`config.mk`:
```
export PLATFORM = sky130hd
export DESIGN_NAME = uart_receiver
export DESIGN_NICKNAME = d
export VERILOG_FILES = /design/src/rtl/uart_pkg.sv /design/src/rtl/uart_rx_sync.sv /design/src/rtl/uart_receiver.sv
export SDC_FILE = /design/constraint.sdc
export NUM_CORES = 1
export LEC_CHECK = 0
export ABC_AREA = 1
export BUFFER_PORTS_ARGS = -buffer_cell sky130_fd_sc_hd__buf_4
export CORE_ASPECT_RATIO = 0.7
export CORE_MARGIN = 5
export CORE_UTILIZATION = 57
export CTS_BUF_LIST = sky130_fd_sc_hd__clkbuf_16
export DETAILED_ROUTE_END_ITERATION = 16
export HOLD_SLACK_MARGIN = 0.15
export PLACE_DENSITY = 0.86
export SYNTH_ARGS = -nofsm -noshare
export SYNTH_HDL_FRONTEND = slang
export SYNTH_HIERARCHICAL = 1
export SYNTH_SLANG_ARGS = --single-unit
```
`constraint.sdc`:
```
create_clock -name clk -period 1.7 [get_ports clk]
set_clock_uncertainty 0.2 [all_clocks]
set_input_delay 0.34 -clock clk [delete_from_list [all_inputs] [get_ports clk]]
set_output_delay 0.34 -clock clk [all_outputs]
set_load 0.05 [all_outputs]
```
`src/rtl/uart_pkg.sv`:
```
// Shared UART definitions: receiver state encodings, frame shape and the
// bit-period rounding formula used by both uart_receiver and uart_transmitter.
package uart_pkg;

    typedef enum logic [1:0] {
        IDLE      = 2'd0,
        START     = 2'd1,
        DATA_BITS = 2'd2,
        STOP      = 2'd3
    } uart_state_t;

    localparam int NUM_DATA_BITS = 8;
    localparam int NUM_STOP_BITS = 1;

    // Rounded to nearest so both ends of the link agree on the same bit period.
    function automatic int clks_per_bit(input int freq_hz, input int baud);
        return (freq_hz + baud / 2) / baud;
    endfunction

endpackage

```
`src/rtl/uart_rx_sync.sv`:
```
// Two-flop synchronizer for the asynchronous rx pin plus a falling-edge
// detector on the synchronized line.
module uart_rx_sync (
    input  logic clk,
    input  logic reset_n,
    input  logic rx,
    output logic rx_s,
    output logic fall
);

    logic rx_meta;
    logic rx_s_d;

    // NOTE: every flop resets to 1 so the line reads idle and reset release
    // can never look like a start edge.
    always_ff @(posedge clk or negedge reset_n) begin
        if (!reset_n) begin
            rx_meta <= 1'b1;
            rx_s    <= 1'b1;
            rx_s_d  <= 1'b1;
        end else begin
            // NOTE: non-blocking assignments let the three stages shift in one
            // edge instead of collapsing into a single flop.
            rx_meta <= rx;
            rx_s    <= rx_meta;
            rx_s_d  <= rx_s;
        end
    end

    assign fall = rx_s_d & ~rx_s;

endmodule

```
`src/rtl/uart_receiver.sv`:
```
// UART 8N1 receiver, LSB first, mid-bit sampling with a 1-cycle valid pulse.
// Optional UART_RX_MAJORITY_EN: 2-of-3 vote around each sample point.
module uart_receiver
    import uart_pkg::*;
#(
    parameter int BAUD            = 115_200,
    parameter int FREQUENCIA_FPGA = 25_000_000
) (
    input  logic                     clk,
    input  logic                     reset_n,
    input  logic                     rx,
    output logic [NUM_DATA_BITS-1:0] data,
    output logic                     valid,
    output logic                     framing_error,
    output logic                     active
);

    localparam int CLKS_PER_BIT = clks_per_bit(FREQUENCIA_FPGA, BAUD);
    localparam int HALF         = CLKS_PER_BIT / 2;
    localparam int CNT_W        = (CLKS_PER_BIT > 1) ? $clog2(CLKS_PER_BIT) : 1;
    localparam int BIT_W        = $clog2(NUM_DATA_BITS);

`ifdef UART_RX_MAJORITY_EN
    // Vote is taken one cycle after the nominal point; later bit periods keep
    // the same spacing, so only the start threshold moves.
    localparam int START_TICK = HALF;
`else
    localparam int START_TICK = HALF - 1;
`endif

    localparam logic [CNT_W-1:0] START_TICK_C = CNT_W'(START_TICK);
    localparam logic [CNT_W-1:0] BIT_TICK_C   = CNT_W'(CLKS_PER_BIT - 1);
    localparam logic [BIT_W-1:0] LAST_BIT_C   = BIT_W'(NUM_DATA_BITS - 1);

    logic rx_s;
    logic fall;
    logic sample_bit;

    uart_rx_sync u_sync (
        .clk     (clk),
        .reset_n (reset_n),
        .rx      (rx),
        .rx_s    (rx_s),
        .fall    (fall)
    );

`ifdef UART_RX_MAJORITY_EN
    logic rx_h1;
    logic rx_h2;

    always_ff @(posedge clk or negedge reset_n) begin
        if (!reset_n) begin
            rx_h1 <= 1'b1;
            rx_h2 <= 1'b1;
        end else begin
            rx_h1 <= rx_s;
            rx_h2 <= rx_h1;
        end
    end

    assign sample_bit = (rx_s & rx_h1) | (rx_s & rx_h2) | (rx_h1 & rx_h2);
`else
    assign sample_bit = rx_s;
`endif

    uart_state_t              state_q, state_d;
    logic [CNT_W-1:0]         cnt_q, cnt_d;
    logic [BIT_W-1:0]         bit_q, bit_d;
    logic [NUM_DATA_BITS-1:0] shift_q, shift_d;
    logic [NUM_DATA_BITS-1:0] data_d;
    logic                     valid_d, ferr_d, active_d;
    logic                     tick;

    assign tick = (state_q == START) ? (cnt_q == START_TICK_C) : (cnt_q == BIT_TICK_C);

    always_comb begin
        // NOTE: every output of this block gets a default first, otherwise
        // paths that skip an assignment infer latches.
        state_d = state_q;
        cnt_d   = cnt_q + CNT_W'(1);
        bit_d   = bit_q;
        shift_d = shift_q;
        data_d  = data;
        valid_d = 1'b0;
        ferr_d  = 1'b0;

        unique case (state_q)
            IDLE: begin
                cnt_d = '0;
                if (fall) state_d = START;
            end
            START: begin
                if (tick) begin
                    cnt_d   = '0;
                    state_d = sample_bit ? IDLE : DATA_BITS;
                end
            end
            DATA_BITS: begin
                if (tick) begin
                    cnt_d   = '0;
                    shift_d = {sample_bit, shift_q[NUM_DATA_BITS-1:1]};
                    bit_d   = bit_q + BIT_W'(1);
                    if (bit_q == LAST_BIT_C) state_d = STOP;
                end
            end
            STOP: begin
                if (tick) begin
                    cnt_d   = '0;
                    state_d = IDLE;
                    if (sample_bit) begin
                        data_d  = shift_q;
                        valid_d = 1'b1;
                    end else begin
                        ferr_d  = 1'b1;
                    end
                end
            end
            default: state_d = IDLE;
        endcase

        active_d = (state_d != IDLE);
    end

    always_ff @(posedge clk or negedge reset_n) begin
        if (!reset_n) begin
            state_q       <= IDLE;
            cnt_q         <= '0;
            bit_q         <= '0;
            shift_q       <= '0;
            data          <= '0;
            valid         <= 1'b0;
            framing_error <= 1'b0;
            active        <= 1'b0;
        end else begin
            state_q       <= state_d;
            cnt_q         <= cnt_d;
            bit_q         <= bit_d;
            shift_q       <= shift_d;
            data          <= data_d;
            valid         <= valid_d;
            framing_error <= ferr_d;
            active        <= active_d;
        end
    end

endmodule

```
# == Word level (Yosys, flattened, before mapping) ==
# Index checks and enable logic that the tools add are counted.
# op_classes
addsub,2
eq_ne,6
muxes,16
bitwise_logic,2
n_reduce_logical,5
# ops
operator,n
8-bit case mux with 2 select lines,1
2-bit 2-to-1 mux,6
8-bit by 1-bit adder with 8-bit output (second input constant),1
8-bit by 7-bit equality test with 1-bit output (second input constant),1
8-bit equality test (second input constant),1
8-bit 2-to-1 mux,1
2-bit case mux with 4 select lines,1
1-bit 2-to-1 mux,7
2-bit equality test (second input constant),2
3-bit by 1-bit adder with 3-bit output (second input constant),1
3-bit equality test (second input constant),1
3-bit AND reduction,1
3-bit OR reduction,1
2-bit by 1-bit equality test with 1-bit output (second input constant),1
2-bit logical NOT,1
2-bit AND reduction,1
2-bit nonzero test,1
1-bit AND,1
1-bit NOT,1
# totals
ff_bits,35
inputBits,3
word_cells,42

# == Longest topological paths before layout ==
# logic_depth
depth_word,5
ltp_mapped,9
depth_no_buf,9

# == Modules after synthesis ==
# The synthesis kept the hierarchy.
# modules_own_cells
module,n_inst,cells_each,area_per_inst_um2
uart_receiver,1,151,1425.1
uart_rx_sync,1,5,88.8

# == Worst setup path after synthesis ==
# Ideal clock, no wire load.
# synth_path
path_kind,flip-flop to flip-flop
from,register u_sync.rx_s
to,register data[6]
setup_time_ns,0.119
t_arrival_ns,1.149
slack_ns,0.232
stages_incl_launch_ff,7
n_path_buf,1
path_cell_list,dfstp_2 -> inv_1 -> nor2_2 -> nand4_4 -> buf_6 -> nand2_2 -> o21ai_2
# synth_between
elab_chain_len,1
# synth_rtl
item,line_no,rtl
from (decl),uart_rx_sync.sv:7,"output logic rx_s,"
from (signal assigned),uart_rx_sync.sv:25,rx_s <= rx_meta;
3-bit AND reduction (no line),-,
to (signal assigned),uart_receiver.sv:139,data <= data_d;
to (decl),uart_receiver.sv:12,"output logic [NUM_DATA_BITS-1:0] data,"
# Every way passes these cells.
# A chain may end at the register's enable or synchronous reset.

# == Worst setup path after layout ==
# layout_path
from,register u_sync.rx_s
to,register data[2]
# Same word-level chain as after synthesis.

==> impl_metrics.env <==
export IMPL_peakVddDrop_uv=856
export IMPL_crit_type="reg -> reg"
export IMPL_grt_pass1_vias=1053
export IMPL_die_x_um=71.6
export IMPL_timing_fmax_ghz=0.621
export IMPL_fin_cells=212
export IMPL_avgSynthCellArea_um2=9.70
export IMPL_utilization=0.723
export IMPL_drc=0
export IMPL_dieHeight_um=53.1
export IMPL_synthArstFlopShare=1.00
export IMPL_synth_net_count=162
export IMPL_fill_cells=174
export IMPL_synth_top_area_share=0.529
export IMPL_timing_critical_path_max_delay_family="simple AND/OR/NAND/NOR gates"
export IMPL_worstPathMaxFanout=16
export IMPL_synth_edf_count=0
export IMPL_hold_viol_final=0
export IMPL_min_delay_start="u_sync/rx_meta$_DFF_PN1_"
export IMPL_io_pins=14
export IMPL_synth_seq_cells=35
export IMPL_power_density_nw_per_um2=1150
export IMPL_drtIter0Drc=54
export IMPL_synthToLayoutAreaGrowth_pct=19.3
export IMPL_grt_pass1_wl_mm=4.65
export IMPL_yosysTopAreaCell="dfrtp_1"
export IMPL_worst_pin_slew_ns=0.437
export IMPL_critPathBufInv=1
export IMPL_netlist_area_um2=1510
export IMPL_hold_end="u_sync/rx_s$_DFF_PN1_"
export IMPL_dp_hpwl_mm=1.88
export IMPL_cts_root_buf="clkbuf_16"
export IMPL_finalSetupTns_ns=0
export IMPL_initial_core_util=0.607
export IMPL_cts_buffers=5
export IMPL_clk_pin_slew_ns=0.05
export IMPL_vias=1058
export IMPL_finalMaxSlewViolations=0
export IMPL_min_path_type="reg -> reg"
export IMPL_viasPerCell=4.99
export IMPL_cts_buffer_depth=2
export IMPL_antennaDiodeCount=0
export IMPL_h_tree_depth=2
export IMPL_antenna_found_initial=0
export IMPL_avgRoutedWirePerCell_um=12.8
export IMPL_core_um2=2500
export IMPL_dp_cells=202
export IMPL_slowest_stage="dfstp_2"
export IMPL_grt_max_degree=36
export IMPL_yosysSeqAreaShare=0.581
export IMPL_rsz0062_at_grt="yes"
export IMPL_status="complete, no violations"
export IMPL_yosysMostFrequentCell="dfrtp_1"
export IMPL_ys_flop_type="dfrtp_1"
export IMPL_synthTopCellsByArea="dfrtp_1, nand2_1, dfstp_2"
export IMPL_cpPeakStageDelay_ns=0.55
export IMPL_endpoint_kind="register"
export IMPL_drv_cap=0
export IMPL_io_buffers=13
export IMPL_yosysWarnings=6
export IMPL_start_kind="register"
export IMPL_cp_cell_sequence="inv_1, nor2_2, nand4_4, nand2_1, o21ai_2"
export IMPL_worst_r2r_setup_slack_ns=0.09
export IMPL_whs_path_depth=0
export IMPL_yosysUniqueCellTypes=25
export IMPL_placedInstanceArea_um2=1650
export IMPL_fin_crit_ns=1.61
export IMPL_cts_tree="yes"
export IMPL_reg2reg_from="u_sync/rx_s$_DFF_PN1_"
export IMPL_layout_drive_gt1_share=0.258
export IMPL_reg2reg_depth=5
export IMPL_power_leakage_nw=0.869
export IMPL_clock_sinks=35
export IMPL_die_area_um2=3800
export IMPL_grtUsageTotal=0.166
export IMPL_grt_ovfl_total=0
export IMPL_cp_arrival_ns=1.57
export IMPL_setup_violations_final=0
export IMPL_drtPass1Iterations=4
export IMPL_antenna_left=0
export IMPL_synth_cells_most_frequent="dfrtp_1, nand2_1, inv_1, nor2_1, o21ai_1"
export IMPL_timing_rr_end="data[2]$_DFFE_PN0P_"
export IMPL_required_ns=1.66
export IMPL_routed_wl_mm=2.71
export IMPL_place_congestion=0.837
export IMPL_final_nets=183
export IMPL_row_count=15
export IMPL_min_period_over_period=0.947
export IMPL_slew_limit_headroom=0.708
export IMPL_syn_instance_count=156
export IMPL_hold_ws_ns=0.161
export IMPL_fin_area_um2=1810
export IMPL_worstSkewPairLatency_ns=0.27
layer usage:
layer | up-vias | global-route usage | routed length, µm
li1 | 527 | - | -
met4 | 0 | 0.0844 | 48
met5 | - | 0 | 0
met1 | 509 | 0.197 | 1210
met2 | 16 | 0.271 | 1320
met3 | 6 | 0.0569 | 131
how the worst max path moves through the flow:
| stage | start | endpoint | cells past startpoint |
|---|---|---|---|
| 2_1_floorplan | u_sync/rx_s$_DFF_PN1_ | data[6]$_DFFE_PN0P_ | 6 |
| 3_3_place_gp | cnt_q[0]$_DFF_PN0_ | data[4]$_DFFE_PN0P_ | 6 |
| 3_5_place_dp | u_sync/rx_s$_DFF_PN1_ | data[3]$_DFFE_PN0P_ | 5 |
| 4_1_cts | u_sync/rx_s$_DFF_PN1_ | data[2]$_DFFE_PN0P_ | 5 |
| 5_1_grt | cnt_q[0]$_DFF_PN0_ | data[2]$_DFFE_PN0P_ | 6 |
| 6_report | u_sync/rx_s$_DFF_PN1_ | data[2]$_DFFE_PN0P_ | 5 |
through the flow:
stage	worst slack, ns	total power [mW]
2_1_floorplan	0.232	1.16
3_3_place_gp	0.155	1.22
3_5_place_dp	0.105	1.24
4_1_cts	0.0510	2.09
5_1_grt	-0.00518	2.17
6_report	0.0905	2.07
state kept, by name, indices dropped and copies added, names as in the netlist:
register and count:
bit_q 3, data 8, shift_q 8, u_sync/rx_meta 1, cnt_q 8, u_sync/rx_s 1
u_sync/rx_s_d 1, framing_error 1, active 1, state_q 2, valid 1
worst reg2reg max path, stage by stage (launching register included):
cell     delay (ns)
dfstp_2        0.55
inv_1          0.09
nor2_2         0.17
nand4_4        0.26
nand2_1        0.17
o21ai_2        0.06
cell families after synthesis:
logic type | after synthesis | synth area share
flip-flops | 35 | 0.581
adder cells (fa/ha/maj) | 3 | 0.0248
AND/OR/NAND/NOR | 67 | 0.209
XOR/XNOR | 4 | 0.0231
AO/OA/AOI/OAI | 21 | 0.0909
buffers and inverters | 26 | 0.0711
power breakdown:
part	leakage, nW	switching (mW)	internal, mW	total, mW
Sequential	0.463	0.0658	0.907	0.973
Combinational	0.336	0.167	0.0951	0.262
Clock	0.0701	0.310	0.526	0.835
repair_timing:
action | in CTS | in global routing
setup buffers | 0 | 0
hold buffers | 2 | 0
hold endpoints to repair | 36 | 0
setup endpoints to repair | 0 | 8
resized for setup | 0 | 1
placed cells by master, fill, tap and decap left out, types with 3 or more instances in the layout:
cell type	netlist	layout
o21ai_2	8	8
nor2_1	19	19
ha_1	3	3
nand2_2	4	4
buf_4	0	15
nand3_1	3	3
inv_2	3	3
clkbuf_16	0	5
dfstp_2	3	3
clkinv_1	1	3
o21ai_1	10	10
inv_1	19	20
dfrtp_1	32	31
nand2_1	31	31
layout make-up:
cell class	count	area, µm²	area share
Inverter	23	86.3	0.0478
Multi-Input combinational cell	95	527	0.292
Tap cell	34	42.5	0.0236
Sequential cell	35	881	0.488
Timing Repair Buffer	17	133	0.0735
Clock buffer	5	125	0.0693
Clock inverter	3	11.3	0.00624
Power figures use the tool's default switching activity.
